===== src/rtl/wm_phase_timer.sv =====
// Phase timing engine for the washer controller: optional water fill, prescaled
// countdown of the phase duration, lid pause, cancel abort and done pulse.
module wm_phase_timer #(
  parameter int unsigned TICK_DIV = 1000,
  parameter int unsigned CNT_W    = 12,
  parameter int unsigned FILL_T   = 10,
  parameter int unsigned SOAK_T   = 60,
  parameter int unsigned WASH_T   = 120,
  parameter int unsigned RINSE_T  = 60,
  parameter int unsigned SPIN_T   = 30
) (
  input  logic             clock,
  input  logic             reset_n,
  input  logic             start,
  input  logic [1:0]       phase,
  input  logic [1:0]       mode,
  input  logic             lid,
  input  logic             cancel,
  output logic             busy,
  output logic             done,
  output logic             aborted,
  output logic             paused,
  output logic             water_intake,
  output logic [CNT_W-1:0] remaining
);

  localparam int unsigned PRE_W   = (TICK_DIV > 2) ? $clog2(TICK_DIV) : 1;
  localparam int unsigned CNT_SAT = (1 << CNT_W) - 1;

  typedef enum logic [2:0] {
    ST_IDLE,
    ST_FILL,
    ST_RUN,
    ST_PAUSE,
    ST_DONE
  } state_e;

  // Phase duration in ticks, saturated to the counter range; mode 0 behaves as normal.
  function automatic logic [CNT_W-1:0] dur_f(input logic [1:0] ph, input logic [1:0] md);
    int unsigned wide;
    wide = 0;
    case (ph)
      2'd0:    wide = (md == 2'd1) ? 0 : SOAK_T;
      2'd1:    wide = (md == 2'd3) ? 2 * WASH_T : WASH_T;
      2'd2:    wide = RINSE_T;
      default: wide = SPIN_T;
    endcase
    if (wide > CNT_SAT) wide = CNT_SAT;
    return CNT_W'(wide);
  endfunction

  state_e             state_q, state_d;
  logic               ret_fill_q, ret_fill_d;
  logic [PRE_W-1:0]   pre_q, pre_d;
  logic [CNT_W-1:0]   rem_q, rem_d;
  logic [1:0]         phase_q, phase_d;
  logic [1:0]         mode_q, mode_d;
  logic               busy_q, busy_d;
  logic               done_q, done_d;
  logic               aborted_q, aborted_d;
  logic               paused_q, paused_d;
  logic               water_q, water_d;
  logic               tick_c;
  logic [CNT_W-1:0]   start_dur_c;

  assign tick_c      = (pre_q == PRE_W'(TICK_DIV - 1));
  assign start_dur_c = dur_f(phase, mode);

  always_ff @(posedge clock or negedge reset_n) begin
    if (!reset_n) begin
      state_q    <= ST_IDLE;
      ret_fill_q <= 1'b0;
      pre_q      <= '0;
      rem_q      <= '0;
      phase_q    <= '0;
      mode_q     <= '0;
      busy_q     <= 1'b0;
      done_q     <= 1'b0;
      aborted_q  <= 1'b0;
      paused_q   <= 1'b0;
      water_q    <= 1'b0;
    end else begin
      state_q    <= state_d;
      ret_fill_q <= ret_fill_d;
      pre_q      <= pre_d;
      rem_q      <= rem_d;
      phase_q    <= phase_d;
      mode_q     <= mode_d;
      busy_q     <= busy_d;
      done_q     <= done_d;
      aborted_q  <= aborted_d;
      paused_q   <= paused_d;
      water_q    <= water_d;
    end
  end

  // Next state: cancel beats lid, lid beats the tick, so pause entry never advances time.
  always_comb begin
    state_d    = state_q;
    ret_fill_d = ret_fill_q;
    pre_d      = pre_q;
    rem_d      = rem_q;
    phase_d    = phase_q;
    mode_d     = mode_q;
    aborted_d  = 1'b0;

    case (state_q)
      ST_IDLE: begin
        if (start && !lid && !cancel) begin
          phase_d = phase;
          mode_d  = mode;
          pre_d   = '0;
          if (start_dur_c == '0) begin
            state_d = ST_DONE;
            rem_d   = '0;
          end else if (phase != 2'd3) begin
            state_d = ST_FILL;
            rem_d   = CNT_W'(FILL_T);
          end else begin
            state_d = ST_RUN;
            rem_d   = start_dur_c;
          end
        end
      end

      ST_FILL, ST_RUN: begin
        if (cancel) begin
          state_d   = ST_IDLE;
          aborted_d = 1'b1;
          rem_d     = '0;
          pre_d     = '0;
        end else if (lid) begin
          state_d    = ST_PAUSE;
          ret_fill_d = (state_q == ST_FILL);
        end else if (tick_c) begin
          pre_d = '0;
          if (rem_q == CNT_W'(1)) begin
            if (state_q == ST_FILL) begin
              state_d = ST_RUN;
              rem_d   = dur_f(phase_q, mode_q);
            end else begin
              state_d = ST_DONE;
              rem_d   = '0;
            end
          end else begin
            rem_d = rem_q - CNT_W'(1);
          end
        end else begin
          pre_d = pre_q + PRE_W'(1);
        end
      end

      ST_PAUSE: begin
        if (cancel) begin
          state_d   = ST_IDLE;
          aborted_d = 1'b1;
          rem_d     = '0;
          pre_d     = '0;
        end else if (!lid) begin
          state_d = ret_fill_q ? ST_FILL : ST_RUN;
        end
      end

      ST_DONE: begin
        state_d = ST_IDLE;
      end

      default: begin
        state_d = ST_IDLE;
        rem_d   = '0;
        pre_d   = '0;
      end
    endcase
  end

  // Status outputs are registered alongside the state they describe.
  always_comb begin
    busy_d   = (state_d == ST_FILL) || (state_d == ST_RUN) || (state_d == ST_PAUSE);
    done_d   = (state_d == ST_DONE);
    paused_d = (state_d == ST_PAUSE);
    water_d  = (state_d == ST_FILL);
  end

  assign busy         = busy_q;
  assign done         = done_q;
  assign aborted      = aborted_q;
  assign paused       = paused_q;
  assign water_intake = water_q;
  assign remaining    = rem_q;

endmodule


===== config.mk =====
export PLATFORM = sky130hd
export DESIGN_NAME = wm_phase_timer
export DESIGN_NICKNAME = d
export VERILOG_FILES = /design/src/rtl/wm_phase_timer.sv
export SDC_FILE = /design/constraint.sdc
export NUM_CORES = 1
export LEC_CHECK = 0
export CORE_MARGIN = 5
export CORE_UTILIZATION = 35
export DETAILED_ROUTE_END_ITERATION = 8
export DONT_BUFFER_PORTS = 1
export PLACE_DENSITY = 0.5
export SKIP_LAST_GASP = 1
export SYNTH_ARGS = -nofsm -noshare
export SYNTH_HDL_FRONTEND = slang
export SYNTH_SLANG_ARGS = --single-unit

===== constraint.sdc =====
create_clock -name clock -period 2.4 [get_ports clock]
set_input_delay 0.48 -clock clock [delete_from_list [all_inputs] [get_ports clock]]
set_output_delay 0.48 -clock clock [all_outputs]
set_load 0.02 [all_outputs]

==> impl_metrics.json, run 1 <==
{
  "cp.depth": 6,
  "hpwlAfterDp_mm": 3.86,
  "fin_setup_tns_ns": 0,
  "grt_pass1_wl_mm": 9.55,
  "r2r_slack_ns": 0.17,
  "antenna_left": 0,
  "synth-edff-count": 0,
  "finalCritPeriodShare": 0.928,
  "drt-pass1-iter-count": 6,
  "setup_viol_count_final": 0,
  "seqPwrFrac": 0.349,
  "final_core_util": 0.401,
  "r2r_end": "remaining[1]$_DFFE_PN0P_",
  "numCtsBuffers": 5,
  "place_ws_ns": 0.124,
  "clockBufferDepth": 2,
  "synth.avg_cell_area_um2": 8.89,
  "gp_congestion": 0.857,
  "placed_cells": 336,
  "rsz0062_at_grt": "no",
  "cpPeakStageDelay_ns": 0.58,
  "antenna_found_initial": 0,
  "stdcell_count": 345,
  "p_sw_frac": 0.452,
  "async_flop_share": 1.00,
  "clock-root-buffer": "clkbuf_8",
  "drt_wl_total_mm": 5.29,
  "wl_per_cell_um": 15.3,
  "grt_use_total": 0.141,
  "die_h_um": 89.9,
  "p_per_area_nw_per_um2": 1090,
  "comb_power_share": 0.475,
  "clockPowerShare": 0.176,
  "slew_violations": 0,
  "cts.sinks": 35,
  "maxSlewHeadroom": 0.632,
  "internal_power_mw": 1.51,
  "clk_pin_slew_ns": 0.08,
  "place_area_um2": 2400,
  "htreeDepth": 2,
  "timing.final.ws_setup_ns": 0.173,
  "worstHoldPathType": "primary input to async pin",
  "placementRows": 29,
  "cts_tree": "yes",
  "p_leak_nw": 1.09,
  "nNetsFinal": 289,
  "vdd_drop_max_uv": 444,
  "die-width_um": 89.9,
  "ys_warn_count": 0,
  "worst_path_max_delay_cell": "or4_4",
  "rr_worst_depth": 6,
  "syn_nets": 273,
  "fin_crit_ns": 2.23,
  "tightest_slew_ns": 0.552,
  "final_area_um2": 2520,
  "clock_latency_ns": 0.29,
  "die-area_um2": 8070,
  "path_max_fanout": 17,
  "drive_gt1_frac": 0.153,
  "overflow": 0,
  "synth-seq-cells": 35,
  "crit_path_start_kind": "register",
  "critPathArrivalTime_ns": 2.39,
  "yosysUniqueCellTypes": 47,
  "vias": 1828,
  "grt_max_degree": 36,
  "synth_cells": 251,
  "switchingPower_mw": 1.25,
  "critical_path.top_delay_family": "compound AO/OA/AOI/OAI gates",
  "yosysSeqAreaShare": 0.392,
  "post-cts-setup-buffer-count": 0,
  "power_mw": 2.76,
  "detail_route.iter0.violations": 94,
  "critical_path_buf_inv_count": 0,
  "core_area_um2": 6280,
  "r2r_start": "pre_q[0]$_DFFE_PN0P_",
  "diodes": 0,
  "max_clock_freq_mhz": 449,
  "io_pins": 26,
  "maxCapViolations": 0,
  "netlist_area_um2": 2230,
  "dominantRegCellSynth": "dfrtp_1",
  "worstSetupPathType": "register to register",
  "start_util": 0.356,
  "via_per_inst": 5.30,
  "path_cells": "ha_1 > nand2_1 > or4_4 > a21o_1 > a211oi_1 > a21oi_1",
  "syn_to_final_growth_pct": 12.9,
  "endpoint_kind": "register",
  "finalHoldViolCount": 0,
  "outcome": "complete, no violations",
  "whs_ns": 0.0187,
  "cp.required_ns": 2.56,
  "port_buffers": 0,
  "clock_skew_ns": 0.00928,
  "drc": 0,
  "grt_pass1_vias": 1906
}
layout make-up:
type | count | area, um^2
fillers | 643 | 3760
inverters | 12 | 45.0
well taps | 77 | 96.3
clock buffers | 8 | 100
multi-input cells | 195 | 1250
flip-flops and latches | 35 | 876
repair buffers | 18 | 148
power by group through the flow:
| stage | combinational (mW) | sequential (mW) | clock (mW) |
|---|---|---|---|
| floorplan | 0.937 | 0.982 | 0 |
| global placement | 1.30 | 0.974 | 0 |
| detailed placement | 1.30 | 0.979 | 0 |
| CTS | 1.32 | 0.968 | 0.502 |
| global route | 1.49 | 0.997 | 0.526 |
| finish | 1.31 | 0.962 | 0.487 |
Yosys cell counts (all sizes together), types with 2 or more instances:
library cell | count | area [um^2]
nand3 | 10 | 50.1
clkbuf | 3 | 11.3
nand2b | 6 | 37.5
nand2 | 27 | 101
nor4 | 10 | 77.6
inv | 12 | 45.0
xor2 | 2 | 17.5
mux2 | 3 | 33.8
o31ai | 4 | 30.0
or4 | 3 | 30.0
nor4b | 2 | 23.8
nor3 | 16 | 90.1
and2 | 2 | 12.5
buf | 6 | 45.0
or3 | 4 | 25.0
o21ai | 26 | 134
nor2 | 19 | 71.3
a21o | 3 | 22.5
nand4 | 3 | 18.8
dfrtp | 35 | 876
xnor2 | 7 | 61.3
a211oi | 5 | 37.5
nor3b | 4 | 30.0
a21oi | 12 | 67.6
ha | 13 | 163
nor2b | 2 | 12.5
worst max path at each step:
stage | from | end | slack, ns
6_report | pre_q[0]$_DFFE_PN0P_ | remaining[1]$_DFFE_PN0P_ | 0.17
4_1_cts | pre_q[0]$_DFFE_PN0P_ | remaining[1]$_DFFE_PN0P_ | 0.20
3_5_place_dp | phase[0] | busy$_DFF_PN0_ | 0.12
2_1_floorplan | phase[0] | busy$_DFF_PN0_ | 0.24
3_3_place_gp | phase[0] | busy$_DFF_PN0_ | 0.19
5_1_grt | pre_q[0]$_DFFE_PN0P_ | remaining[1]$_DFFE_PN0P_ | 0.01
layout by cell type (no fill, tap or decap), drive strengths merged, types with 4 or more instances in the layout:
cell type,synthesis,routed
a211oi,5,5
a21oi,12,12
buf,6,18
clkbuf,3,8
dfrtp,35,35
ha,13,13
inv,12,12
nand2,27,27
nand2b,6,6
nand3,10,10
nor2,19,19
nor3,16,16
nor3b,4,4
nor4,10,10
o21ai,26,26
o31ai,4,4
or3,4,4
xnor2,7,7
layer usage:
layer,part of all wire,routed length (um),GRT usage,vias up
li1,-,-,-,929
met1,0.48,2550,0.193,868
met2,0.46,2450,0.222,29
met3,0.047,249,0.0351,2
met4,0.0055,29,0.0372,0
met5,0,0,0,-
state kept, by name (all words and copies together) (netlist names):
| register | count |
|---|---|
| remaining | 12 |
| pre_q | 10 |
| state_q | 3 |
| mode_q | 2 |
| phase_q | 2 |
| aborted | 1 |
| busy | 1 |
| done | 1 |
| paused | 1 |
| ret_fill_q | 1 |
| water_intake | 1 |
logic make-up after synthesis:
group,share of synthesized area
AO/OA/AOI/OAI,0.166
XOR/XNOR,0.0353
adder cells (fa/ha/maj),0.0729
buffers and inverters,0.0454
flip-flops,0.392
multiplexers,0.0151
AND/OR/NAND/NOR,0.273
what timing repair did:
action	in CTS	in global routing
endpoints found under the hold margin	35	0
hold buffers	1	0
resized for setup	0	0
Power figures use the tool's default switching activity.
==> inputs of run 2 (changes only) <==
--- a/config.mk
+++ b/config.mk
@@ -9,6 +9,7 @@
 export CORE_UTILIZATION = 35
 export DETAILED_ROUTE_END_ITERATION = 8
 export DONT_BUFFER_PORTS = 1
+export GPL_ROUTABILITY_DRIVEN = 0
 export PLACE_DENSITY = 0.5
 export SKIP_LAST_GASP = 1
 export SYNTH_ARGS = -nofsm -noshare
==> results of run 2 <==
The final DEF is identical to that of run 1; final timing and power are the same.
